--- src/rtl/booth_radix4_seq_mult.sv ---
// Sequential radix-4 Booth multiplier: one Booth digit retired per clock
// through a single shared adder. Operands are captured on accept, the
// product is registered on entry to DONE and held until the next DONE entry.
//
// Handshake: a transfer happens on a rising edge where valid and ready are
// both high. in_ready is high only in IDLE, out_valid only in DONE; abort
// overrides both transfers in the cycle it is sampled.
module booth_radix4_seq_mult #(
   parameter int WIDTH = 32
) (
   input  logic               clk,
   input  logic               rst_n,
   input  logic               abort,
   input  logic               in_valid,
   output logic               in_ready,
   input  logic               in_signed,
   input  logic [WIDTH-1:0]   in_a,
   input  logic [WIDTH-1:0]   in_b,
   output logic               out_valid,
   input  logic               out_ready,
   output logic [2*WIDTH-1:0] out_p,
   output logic               busy,
   output logic [1:0]         dbg_state
);

   localparam int ITER = (WIDTH + 2) / 2;   // Booth digits per operation
   localparam int XW   = WIDTH + 2;         // extended operand width
   localparam int AW   = 2 * WIDTH + 4;     // accumulator width
   localparam int CW   = $clog2(ITER);      // digit counter width

   typedef enum logic [1:0] {
      S_IDLE = 2'd0,
      S_RUN  = 2'd1,
      S_DONE = 2'd2
   } state_t;

   state_t             state_q, state_d;
   logic [AW-1:0]      acc_q, acc_d;     // running sum of digit*A terms
   logic [AW-1:0]      mcand_q, mcand_d; // A, pre-shifted left 2 per digit
   logic [XW-1:0]      mplier_q, mplier_d; // B, shifted right 2 per digit
   logic               prev_q, prev_d;   // Bx[2i-1] for the current digit
   logic [CW-1:0]      cnt_q, cnt_d;
   logic [2*WIDTH-1:0] prod_q, prod_d;

   logic [XW-1:0]      a_x, b_x;
   logic [2:0]         digit;
   logic [AW-1:0]      term;
   logic [AW-1:0]      sum;

   // Operand extension, digit decode and the single shared adder
   always_comb begin
      a_x   = in_signed ? {{2{in_a[WIDTH-1]}}, in_a} : {2'b00, in_a};
      b_x   = in_signed ? {{2{in_b[WIDTH-1]}}, in_b} : {2'b00, in_b};
      digit = {mplier_q[1], mplier_q[0], prev_q};
      case (digit)
         3'b001, 3'b010: term = mcand_q;
         3'b011:         term = mcand_q << 1;
         3'b100:         term = -(mcand_q << 1);
         3'b101, 3'b110: term = -mcand_q;
         default:        term = '0;
      endcase
      sum = acc_q + term;
   end

   // Next-state and datapath update; abort wins over every handshake
   always_comb begin
      state_d  = state_q;
      acc_d    = acc_q;
      mcand_d  = mcand_q;
      mplier_d = mplier_q;
      prev_d   = prev_q;
      cnt_d    = cnt_q;
      prod_d   = prod_q;
      if (abort) begin
         state_d = S_IDLE;
         cnt_d   = '0;
      end else begin
         case (state_q)
            S_IDLE: begin
               if (in_valid) begin
                  state_d  = S_RUN;
                  acc_d    = '0;
                  mcand_d  = {{(AW-XW){a_x[XW-1]}}, a_x};
                  mplier_d = b_x;
                  prev_d   = 1'b0;
                  cnt_d    = '0;
               end
            end
            S_RUN: begin
               acc_d    = sum;
               mcand_d  = mcand_q << 2;
               mplier_d = mplier_q >> 2;
               prev_d   = mplier_q[1];
               cnt_d    = cnt_q + CW'(1);
               if (cnt_q == CW'(ITER - 1)) begin
                  state_d = S_DONE;
                  cnt_d   = '0;
                  prod_d  = sum[2*WIDTH-1:0];
               end
            end
            S_DONE: begin
               if (out_ready) begin
                  state_d = S_IDLE;
               end
            end
            default: state_d = S_IDLE;
         endcase
      end
   end

   // State and datapath registers, asynchronously cleared
   always_ff @(posedge clk or negedge rst_n) begin
      if (!rst_n) begin
         state_q  <= S_IDLE;
         acc_q    <= '0;
         mcand_q  <= '0;
         mplier_q <= '0;
         prev_q   <= 1'b0;
         cnt_q    <= '0;
         prod_q   <= '0;
      end else begin
         state_q  <= state_d;
         acc_q    <= acc_d;
         mcand_q  <= mcand_d;
         mplier_q <= mplier_d;
         prev_q   <= prev_d;
         cnt_q    <= cnt_d;
         prod_q   <= prod_d;
      end
   end

   assign in_ready  = (state_q == S_IDLE);
   assign out_valid = (state_q == S_DONE);
   assign busy      = (state_q != S_IDLE);
   assign out_p     = prod_q;
   assign dbg_state = state_q;

endmodule

--- config.mk ---
export PLATFORM = sky130hd
export DESIGN_NAME = booth_radix4_seq_mult
export DESIGN_NICKNAME = d
export VERILOG_FILES = /design/src/rtl/booth_radix4_seq_mult.sv
export SDC_FILE = /design/constraint.sdc
export NUM_CORES = 1
export LEC_CHECK = 0
export CORE_MARGIN = 2
export CORE_UTILIZATION = 25
export DETAILED_ROUTE_END_ITERATION = 6
export PLACE_DENSITY = 0.46
export SLEW_MARGIN = 40
export SYNTH_ARGS = -nofsm -noshare
export SYNTH_HDL_FRONTEND = slang
export SYNTH_SLANG_ARGS = --single-unit
--- constraint.sdc ---
create_clock -name clk -period 7.9 [get_ports clk]
set_clock_uncertainty 0.15 [all_clocks]
set_input_delay 1.975 -clock clk [delete_from_list [all_inputs] [get_ports clk]]
set_output_delay 1.975 -clock clk [all_outputs]
set_load 0.02 [all_outputs]
After elaboration in Yosys (flattened, before gate mapping) --
Cells that the tools add are included.
Word-level totals: flip-flop bits (word level) 242, latch bits 0, memory bits (writable) 0, memory bits (read-only) 0, word-level logic and storage cells 55, memories kept 0
Operators by class: add/sub/neg operators 4, $mul 0, div/mod/pow operators 0, $lt $le $gt $ge 0, eq/ne operators 13, shift operators 0, muxes and demuxes 20, bitwise operators 1, reductions and logical operators 10
Operators with widths (count):
- $pmux 68 s2 | 2
- $pmux 68 s4 | 1
- $mux 68 | 2
- $neg 68->68 | 2
- $mux 34 | 3
- $add 68x68->68 | 1
- $pmux 34 s2 | 1
- $mux 5 | 3
- $pmux 5 s2 | 1
- $eq 3x3->1 const B | 3
- $reduce_and 3->1 | 3
- $mux 2 | 4
- $eq 3x2->1 const B | 2
- $ne 3x3->1 const B | 2
- $pmux 2 s3 | 1
- $add 5x1->5 const B | 1
- $eq 5x5->1 const B | 1
- $reduce_bool 2->1 | 2
- $reduce_or 2->1 | 2
- $eq 3x1->1 const B | 1
- $ne 3x2->1 const B | 1
- $reduce_bool 3->1 | 1
- $eq 2x1->1 const B | 1
- $eq 2x2->1 const B | 1
- other kinds (6) | 6

Longest topological paths before layout --
Gate-level depths: netlist of run 1.
depth after elaboration 5, mapped depth 24, depth with buffers taken out 23

Worst setup path before layout of run 1 --
No wires, ideal clock.
kind register to register, start point register mcand_q[14], end point register acc_q[63], setup time 0.069 ns, data arrival time 5.585 ns, data required time 7.681 ns, slack 2.096 ns, stages on the path, launching flop included 22, clock period less this slack 5.804 ns, cells stage by stage dfrtp_1 -> buf_6 -> or4_4 -> or4_4 -> buf_6 -> nor3_4 -> nand4_1 -> or4b_2 -> xor2_1 -> a221oi_1 -> nor2_1 -> ha_1 -> clkbuf_1 -> a21oi_1 -> nand2_1 -> a21oi_1 -> o31ai_1 -> a221o_1 -> a211o_1 -> a221o_1 -> or4_1 -> nand3_1
On the way: longest elaborated chain between the ends 4
Ends and longest elaborated chain:
- start, declared | RTL line 39 | logic [AW-1:0] mcand_q, mcand_d;
- start signal, assigned | RTL line 124 | mcand_q <= mcand_d;
- $neg 68->68 (on tied branches) | RTL line 59, 58
- $pmux 68 s4 (*) | RTL line 55 | case (digit)
- $add 68x68->68 (*) | RTL line 62 | sum = acc_q + term;
- $pmux 68 s2 (*) | RTL line 78 | case (state_q)
- end signal, assigned | RTL line 115 | acc_q <= '0;
- end signal, assigned | RTL line 123 | acc_q <= acc_d;
- end, declared | RTL line 38 | logic [AW-1:0] acc_q, acc_d;
Mark *: on every way between the ends. The rest lies on a longest branch, timed or not. A chain may end at the register's enable or synchronous reset.

Worst setup path in the final report of run 1 --
start point register mcand_q[0], end point register prod_q[47] (netlist: out_p[47])
On the way: longest elaborated chain between the ends 3
Ends and longest elaborated chain:
- $neg 68->68 (on tied branches) | RTL line 59, 58
- $pmux 68 s4 (*) | RTL line 55
- $add 68x68->68 (*) | RTL line 62
- end signal, assigned | RTL line 128 | prod_q <= prod_d;
- end, declared | RTL line 43 | logic [2*WIDTH-1:0] prod_q, prod_d;
Marks and branches as above.

==> out/metrics.cfg, run 1 <==
[setup_path]
critical_path.cell_chain=inv_1, ha_1, or3b_2, nor4_1, nand2b_1, or3_1, or3_1, nor3_1, nand2b_1, xor2_1, o21ai_0, ha_1, a21oi_1, o211a_1, o211ai_1, a311oi_1, nor3b_1, buf_4, a41o_1, a211oi_1, buf_4, o21ai_0, xor2_1, mux2_2
slowest_stage=a311oi_1
setup.worst_path.start_class=flop
worst-setup-path-type=reg2reg
rr_startpoint=mcand_q[0]
worst_path_dominant_cell_family=simple AND/OR/NAND/NOR gates
worst-endpoint-required_ns=8.22
worst_r2r_endpoint=out_p[47]
worst_r2r_path_depth=24
worstPathArrival_ns=7.03
worst_path_buf_inv=3
timing.critical_path.to_type=flop
slack_of_the_worst_reg_to_reg_path_ns=1.19
cpPeakStageDelay_ns=0.57
critical_path.max_fanout=8

[route]
drt_pre_antenna_iters=7
wire_per_inst_um=18.9
drt-initial-drc-count=890
drc_errors=0
wl_um=55700
routed-via-count=14900
viasPerCell=5.04
drt.antenna.violating_nets=0

[placement]
port-buffer-count=138
place_hpwl_um=39800
dpl-instance-area_um2=18600
place_worst_setup_slack_ns=1.18
gp_routability_congestion=0.872

[hold_path]
min_from=out_p[37]
min-delay-path-class=reg2reg
min_to=out_p[37]
hold_path_depth=2

[synth]
async_flop_share=1.00
synthMuxAreaShare=0.0503
synthXorXnorAreaFrac=0.0713
synth_simple_gate_area_frac=0.187
yosys-top-cells-area=dfrtp_1 35%, nand2_1 8.7%, o21ai_0 7.6%, ha_1 5.0%, a21oi_1 4.2%
post_synth.cell_area_avg_um2=8.10
netlist.top_cell.by_area=dfrtp_1
synth_compound_gate_area_share=0.237
synthAdderAreaFrac=0.0514
synthesis.yosys.warnings=0
synth_fp_nets=2170
portion_of_synthesized_cell_area_occupied_by_the_leading_cell_type=0.354
synth.distinct_cells=81
synth_edf_count=0
synthesis.instances=2033
synth-main-ff-cell=dfrtp_1
synth_sequential_area_ratio=0.354
ys_seq_elements=233
mappedNetlistArea_um2=16500
combinational_family_with_the_most_area_after_synthesis=compound AO/OA/AOI/OAI gates

[die]
floorplan.core_area_um2=65500
row_count=94
dieArea_um2=67900
top_level_ports=139
die_w_um=261
die_y_um=261
floorplan.initialDensity=0.251

[timing]
period_needed_ns=6.71
setup_slack_ns=1.19
timing_worst_slew_pin_value_ns=0.800
max_freq_mhz=149
final.period_utilization=0.850
whs_ns=0.322
final.setup.tns_ns=0
finalMaxSlewViolations=0
finalHoldViolCount=0
slew_headroom=0.467
setup_repair_after_global_routing_missed_its_margin=no
report.final.setup_viol=0

[final_layout]
postLayoutCellArea_um2=19700
fin_nets=2202
area.growth.synth_to_final_pct=19.6
antennaDiodeCount=0
layout-drive-gt1-share=0.0699
layout_commonest_cell=nand2_1
layout_common_cells=380 x nand2_1, 250 x o21ai_0, 232 x dfrtp_1

[cts]
cts.clk_slew.worst_paths_ns=0.06
cts-buffers-inserted=31
ctsHtreeMaxLevel=1
cts_setup_buffers=0
holdBufCountCts=0
cts_num_sinks=233
clockBufferDepth=3
worst_skew_pair.late_latency_ns=0.60
cell_chosen_for_the_clock_root=clkbuf_16
cts_tree=done
post_cts_resize_count=0

[power]
peakVddDrop_mv=0.170
total_leakage_power_uw=0.00856
p_switching_uw=2510
internal_power_uw=3320
total_power_uw=5820
power.share.sequential=0.288
clockPowerShare=0.256
power_switching_share=0.430
power.share.combinational=0.456
power.density_cell_area_nw_per_um2=296

[global_route]
gr-total-overflow=0
antenna_found_initial=0
grt_first_pass_wirelength_um=88100
gr-usage-all-layers=0.164
grt_max_degree=116
first_global_vias=15000

[job]
timing.max_cap.violations=0

[run_status]
outcome=finished, final reports clean

-- worst register-to-register path: cells and delay by family, from the launching register on --
family                   cells  cell delay [ns]
AND/OR/NAND/NOR              8             2.37
AO/OA/AOI/OAI                8             1.91
adder cells (fa/ha/maj)      2             0.64
buffers and inverters        3             0.51
flip-flops                   1             0.42
XOR/XNOR                     2             0.34
multiplexers                 1             0.28
-- state kept, by name (all words and copies together), names as in the netlist --
signal     count
out_p         64
dbg_state      2
prev_q         1
cnt_q          5
mcand_q       64
mplier_q      33
acc_q         64
-- stage by stage --
step | instances | util
after global routing | 2952 | 0.301
after detailed placement | 2895 | 0.284
after floorplan | 2033 | -
final | 2952 | 0.301
after CTS | 2951 | 0.300
after global placement | 2894 | 0.283
-- synthesized netlist by cell type, drive strengths merged (13+ instances only) --
cell	instances
inv	31
a22o	47
nor3	24
nand3	20
o21bai	17
a21oi	141
nand4	25
mux2i	68
or4	14
nor2b	15
ha	66
dfrtp	233
nand2	384
a221oi	13
or3	31
clkbuf	153
nor2	103
xnor2	77
a21o	21
buf	21
o21ai	255
mux2	13
nor4	14
nand2b	15
a22oi	44
xor2	57
-- power groups by stage --
stage | Combinational [uW] | Clock (uW) | Sequential, uW
floorplan | 2020 | 0 | 1530
global placement | 2660 | 0 | 1690
detailed placement | 2660 | 0 | 1690
CTS | 2670 | 1550 | 1680
global route | 2960 | 1590 | 1710
finish | 2660 | 1490 | 1670
-- logic make-up after synthesis --
| family | Yosys count |
|---|---|
| buf+inv | 206 |
| xor+xnor | 134 |
| fa+ha+maj | 67 |
| simple gates | 679 |
| mux | 81 |
| compound gates | 633 |
| flops | 233 |
-- how the worst max path moves through the flow --
stage                           start        end  slack, ns  cells after the start
after floorplan           mcand_q[14]  acc_q[63]       2.10                     21
final                      mcand_q[0]  out_p[47]       1.19                     24
after CTS                  mcand_q[0]  out_p[47]       1.12                     24
after global placement     mcand_q[0]  out_p[47]       1.28                     24
after global routing       mcand_q[0]  out_p[55]       0.73                     24
after detailed placement   mcand_q[0]  out_p[47]       1.18                     24
-- layer usage --
layer,global-route usage,vias to the layer above,wire (um)
met2,0.272,340,26000
met5,0,-,0
li1,-,7277,-
met4,0.0608,0,2240
met3,0.0180,100,2100
met1,0.219,7167,25400
-- area by class of cell --
class                      instances  area, um2
inverter                          32        120
fill                            6901      45800
tap                              864       1080
clock buffer                      39        856
timing repair buffer             173       1710
multi-input combinational       1594       9880
clock inverter                    17        208
sequential                       233       5830
Note: power is estimated with default switching activity, not from simulation.
==> inputs of run 2 (changes only) <==
--- a/config.mk
+++ b/config.mk
@@ -8,7 +8,7 @@
 export CORE_MARGIN = 2
 export CORE_UTILIZATION = 25
 export DETAILED_ROUTE_END_ITERATION = 6
-export PLACE_DENSITY = 0.46
+export PLACE_DENSITY = 0.47
 export SLEW_MARGIN = 40
 export SYNTH_ARGS = -nofsm -noshare
 export SYNTH_HDL_FRONTEND = slang
==> constraint.sdc (replaced) <==
create_clock -name clk -period 6 [get_ports clk]
set_clock_uncertainty 0.15 [all_clocks]
set_input_delay 1.5 -clock clk [delete_from_list [all_inputs] [get_ports clk]]
set_output_delay 1.5 -clock clk [all_outputs]
set_load 0.02 [all_outputs]
==> run 2 against run 1 <==
  * Cell count grew 4.5%
  * Sequential share of layout area shrank 1.9 points
  * Clock power grew 32%
  * Hold slack lost 0.00081 ns
  * Utilization grew 2.0 points
  * Sequential power grew 29%
  * Fmax grew 16%
  * Critical path type unchanged
  * Non-clock buffer count grew 135
==> out/metrics.cfg, run 2 (synthesis results as in run 1) <==
[route]
wl_um=57200
drc_errors=0
drt-initial-drc-count=993
drt.antenna.violating_nets=0
wire_per_inst_um=18.5
viasPerCell=4.98
routed-via-count=15400
drt_pre_antenna_iters=5

[final_layout]
layout_common_cells=378 x nand2_1, 238 x o21ai_0, 232 x dfrtp_1
layout-drive-gt1-share=0.150
postLayoutCellArea_um2=21000
layout_commonest_cell=nand2_1
fin_nets=2336
antennaDiodeCount=0
final_cell_count_no_fill=3086
area.growth.synth_to_final_pct=27.7

[cts]
cts_num_sinks=233
ctsHtreeMaxLevel=1
cts_tree=done
cts-buffers-inserted=30
holdBufCountCts=0
worst_skew_pair.late_latency_ns=0.61
cell_chosen_for_the_clock_root=clkbuf_16
clockBufferDepth=3
cts.clk_slew.worst_paths_ns=0.06

[global_route]
antenna_found_initial=0
gr-total-overflow=0
grt_first_pass_wirelength_um=89300
grt_max_degree=129
first_global_vias=15300
gr-usage-all-layers=0.166

[hold_path]
min_from=out_p[22]
min_to=out_p[22]
min-delay-path-class=reg2reg
hold_path_depth=2

[setup_path]
worst_r2r_path_depth=21
timing.critical_path.to_type=flop
crit_path_from=mcand_q[13]
worst-endpoint-required_ns=6.37
worst_r2r_endpoint=out_p[63]
slack_of_the_worst_reg_to_reg_path_ns=0.21
setup.worst_path.start_class=flop
worst-setup-path-type=reg2reg
worstPathArrival_ns=6.16
rr_startpoint=mcand_q[13]
critical_path.max_fanout=6

[die]
row_count=94
die_w_um=261
floorplan.core_area_um2=65500
floorplan.initialDensity=0.251
die_y_um=261
dieArea_um2=67900
top_level_ports=139

[placement]
dpl.cell_count=3016
gp_routability_congestion=0.885
port-buffer-count=138
place_worst_setup_slack_ns=-0.196
place_hpwl_um=41700
dpl-instance-area_um2=19500

[job]
timing.max_cap.violations=0

[power]
power.density_cell_area_nw_per_um2=394
total_leakage_power_uw=0.00929
peakVddDrop_mv=0.278

[timing]
final.setup.tns_ns=0
whs_ns=0.321
timing_worst_slew_pin_value_ns=0.752
report.final.setup_viol=0
final.period_utilization=0.965
finalMaxSlewViolations=0
max_freq_mhz=173
slew_headroom=0.492
period_needed_ns=5.79
setup_slack_ns=0.213
finalHoldViolCount=0

[run_status]
outcome=finished, final reports clean

[run 2: cell count changes in the layout (fill, tap and decap cells not counted), moves of 6 or more]
cell,change
a21oi_1,-11
a21oi_2,+11
buf_4,+134
ha_1,-6
o21ai_0,-12
o21ai_2,+6
[run 2: repair_timing]
| action | in CTS | in global routing |
|---|---|---|
| endpoints found under the hold margin | 0 | 0 |
| resized for setup | 14 | 67 |
| buffers inserted | 0 | 15 |
| endpoints found under the setup margin | 30 | 46 |
| pin swaps | 3 | 29 |
| cloned | 0 | 0 |
[run 2: cell type report]
cell class	instances	area (um2)
Clock buffer	42	897
Clock inverter	13	168
Fill cell	6834	44500
Inverter	32	120
Multi-Input combinational cell	1594	10200
Sequential cell	233	5830
Tap cell	864	1080
Timing Repair Buffer	308	2730
[run 2: stage by stage]
stage	util	total power [uW]
after global placement	0.297	6140
after floorplan	-	4670
after CTS	0.315	8190
after detailed placement	0.298	6150
after global routing	0.321	8900
final	0.321	8290
[run 2: power breakdown]
| group | internal, uW | leakage [uW] | switching [uW] |
|---|---|---|---|
| Sequential | 1860 | 0.00308 | 295 |
| Clock | 1200 | 0.000531 | 768 |
| Combinational | 1740 | 0.00567 | 2410 |
| Total | 4810 | 0.00929 | 3480 |
[run 2: worst max path at each step]
stage	cells after the start	endpoint	slack, ns
after detailed placement	26	out_p[58]	-0.20
after global placement	26	out_p[58]	-0.18
after floorplan	21	acc_q[63]	0.20
final	21	out_p[63]	0.21
after global routing	21	out_p[63]	-0.006
after CTS	21	out_p[62]	0.004
[run 2: layer usage]
metal,track usage,part of all wire
met5,0,0
met4,0.0449,0.028
met3,0.0194,0.037
met2,0.286,0.48
met1,0.219,0.46
[run 2: critical path, stage by stage, from the launching register on]
cell	delay, ns
dfrtp_1	0.37
or4_4	0.56
or4_4	0.48
buf_4	0.18
nor3_4	0.19
buf_6	0.15
nand3_1	0.10
buf_4	0.17
or3_1	0.37
nor3_2	0.18
nor2b_1	0.07
o21ai_0	0.14
o211ai_1	0.13
o22ai_2	0.23
ha_1	0.33
a21oi_1	0.21
o31ai_2	0.11
a221o_1	0.35
a211o_1	0.28
a221o_1	0.41
or4_1	0.44
nand3_1	0.10
==> inputs of run 3 (changes only) <==
--- a/config.mk
+++ b/config.mk
@@ -8,7 +8,7 @@
 export CORE_MARGIN = 2
 export CORE_UTILIZATION = 25
 export DETAILED_ROUTE_END_ITERATION = 6
-export PLACE_DENSITY = 0.47
+export PLACE_DENSITY = 0.52
 export SLEW_MARGIN = 40
 export SYNTH_ARGS = -nofsm -noshare
 export SYNTH_HDL_FRONTEND = slang
==> run 3 against run 2 <==
  * Power down 2.0%
  * Sequential share of layout area up 0.24 points
  * Critical path depth unchanged
  * Non-clock buffer count down 13
  * Combinational power down 3%
  * Cell count down 0.45%
  * Hold slack better by 0.00065 ns
  * Count of clock-buffer cells in the layout down 1
  * Die area unchanged
  * Critical path type unchanged
  * Sequential power about the same
==> out/metrics.cfg, run 3 (synthesis results as in run 1) <==
[run_status]
outcome=finished, final reports clean

[cts]
cts_num_sinks=233
worst_skew_pair.late_latency_ns=0.59
cell_chosen_for_the_clock_root=clkbuf_16
ctsHtreeMaxLevel=1
cts-buffers-inserted=30
holdBufCountCts=0
cts_tree=done
cts.clk_slew.worst_paths_ns=0.06
clockBufferDepth=3

[timing]
max_freq_mhz=171
report.final.setup_viol=0
finalMaxSlewViolations=0
final.setup.tns_ns=0
whs_ns=0.322
setup_repair_after_global_routing_missed_its_margin=yes
period_needed_ns=5.83
timing_worst_slew_pin_value_ns=0.808
slew_headroom=0.457
finalHoldViolCount=0
final.period_utilization=0.972

[power]
power.share.sequential=0.264
total_leakage_power_uw=0.00919
clockPowerShare=0.239
power.density_cell_area_nw_per_um2=390
power.share.combinational=0.497
power_switching_share=0.419
internal_power_uw=4720
peakVddDrop_mv=0.215
p_switching_uw=3400

[route]
drt_pre_antenna_iters=6
wire_per_inst_um=18.2
drc_errors=0
routed-via-count=15400
viasPerCell=5.02
drt.antenna.violating_nets=0
wl_um=55900
drt-initial-drc-count=1194

[setup_path]
timing.critical_path.to_type=flop
critical_path.max_fanout=6
slowest_stage=or4_4
worst_path_buf_inv=2
cpPeakStageDelay_ns=0.57
critical_path.cell_chain=or4_4, or4_4, nor3_4, buf_6, nand2_2, or4_4, or3_4, nor3_4, xor2_2, o22a_1, o21ai_1, ha_1, inv_1, o21bai_1, a21oi_1, o31ai_1, a221o_1, a211o_1, a221o_1, or4_1, nand3_1
setup.worst_path.start_class=flop
worst_path_dominant_cell_family=simple AND/OR/NAND/NOR gates
worst-setup-path-type=reg2reg
worstPathArrival_ns=6.21
worst-endpoint-required_ns=6.38
crit_path_frequent_cell=or4_4

[die]
die_y_um=261
floorplan.initialDensity=0.251
dieArea_um2=67900
row_count=94
top_level_ports=139
die_w_um=261
floorplan.core_area_um2=65500

[final_layout]
final-seq-area_um2=5830
layout_commonest_cell=nand2_1
multi_input_area_um2=10100
fillerInstances=6823
antennaDiodeCount=0
area.growth.synth_to_final_pct=26.6
layout-drive-gt1-share=0.138
fin_nets=2323
layout_common_cells=380 x nand2_1, 241 x o21ai_0, 232 x dfrtp_1

[global_route]
antenna_found_initial=0
gr-usage-all-layers=0.162
grt_max_degree=115
gr-total-overflow=0
grt_first_pass_wirelength_um=88000
first_global_vias=15500

[hold_path]
min-delay-path-class=reg2reg

[placement]
gp_routability_congestion=0.882
place_hpwl_um=40600
port-buffer-count=138

[job]
timing.max_cap.violations=0

-- run 3: final timing paths --
kind                                  start        end  slack (ns)  cells after the start
worst max-delay path            mcand_q[13]  acc_q[63]        0.17                     21
worst min-delay path              out_p[34]  out_p[34]        0.32                      2
worst max register to register  mcand_q[13]  acc_q[63]        0.17                     21
worst min register to register    out_p[34]  out_p[34]        0.32                      2
max in group asynchronous             rst_n  out_p[61]        3.81                      2
min in group asynchronous             rst_n   acc_q[8]        0.76                      1
-- run 3: per-stage QoR --
| stage | total power (uW) | worst slack, ns | instances | util | cell area [um2] |
|---|---|---|---|---|---|
| 2_1_floorplan | 4670 | 0.196 | 2033 | - | 16500 |
| 3_3_place_gp | 6030 | -0.124 | 3012 | 0.297 | 19400 |
| 3_5_place_dp | 6060 | -0.180 | 3012 | 0.297 | 19500 |
| 4_1_cts | 8060 | 0.0100 | 3066 | 0.314 | 20500 |
| 5_1_grt | 8720 | -0.0337 | 3072 | 0.318 | 20800 |
| 6_report | 8120 | 0.167 | 3072 | 0.318 | 20800 |
-- run 3: power by group through the flow --
stage / Sequential (uW) / Combinational, uW / Clock, uW
final: 2150 / 4030 / 1940
after global routing: 2190 / 4460 / 2060
after CTS: 2140 / 3920 / 2000
after detailed placement: 2160 / 3900 / 0
after global placement: 2170 / 3860 / 0
after floorplan: 2020 / 2650 / 0
-- run 3: repair_timing --
item	4_1_cts	5_1_grt
endpoints found under the setup margin	13	52
pin swaps	1	18
gates resized for setup	6	56
buffers inserted	0	6
-- run 3: cell type report --
| class | instances | share of cell area |
|---|---|---|
| Clock buffer | 41 | 0.0419 |
| Timing Repair Buffer | 295 | 0.125 |
| Multi-Input combinational cell | 1594 | 0.486 |
| Sequential cell | 233 | 0.280 |
| Tap cell | 864 | 0.0519 |
| Inverter | 32 | 0.00576 |
| Clock inverter | 13 | 0.00883 |
-- run 3: metal layers --
layer | routed length [um] | track usage
met5 | 0 | 0
met4 | 1880 | 0.0538
met3 | 2300 | 0.0197
met2 | 26400 | 0.275
met1 | 25300 | 0.213
-- run 3: worst reg2reg max path: stages, from the launching register on --
cell and delay, ns:
dfrtp_1 0.38, or4_4 0.56, or4_4 0.57, nor3_4 0.24
buf_6 0.16, nand2_2 0.05, or4_4 0.44, or3_4 0.38
nor3_4 0.17, xor2_2 0.17, o22a_1 0.14, o21ai_1 0.09
ha_1 0.34, inv_1 0.07, o21bai_1 0.06, a21oi_1 0.14
o31ai_1 0.12, a221o_1 0.33, a211o_1 0.33, a221o_1 0.36
or4_1 0.42, nand3_1 0.09
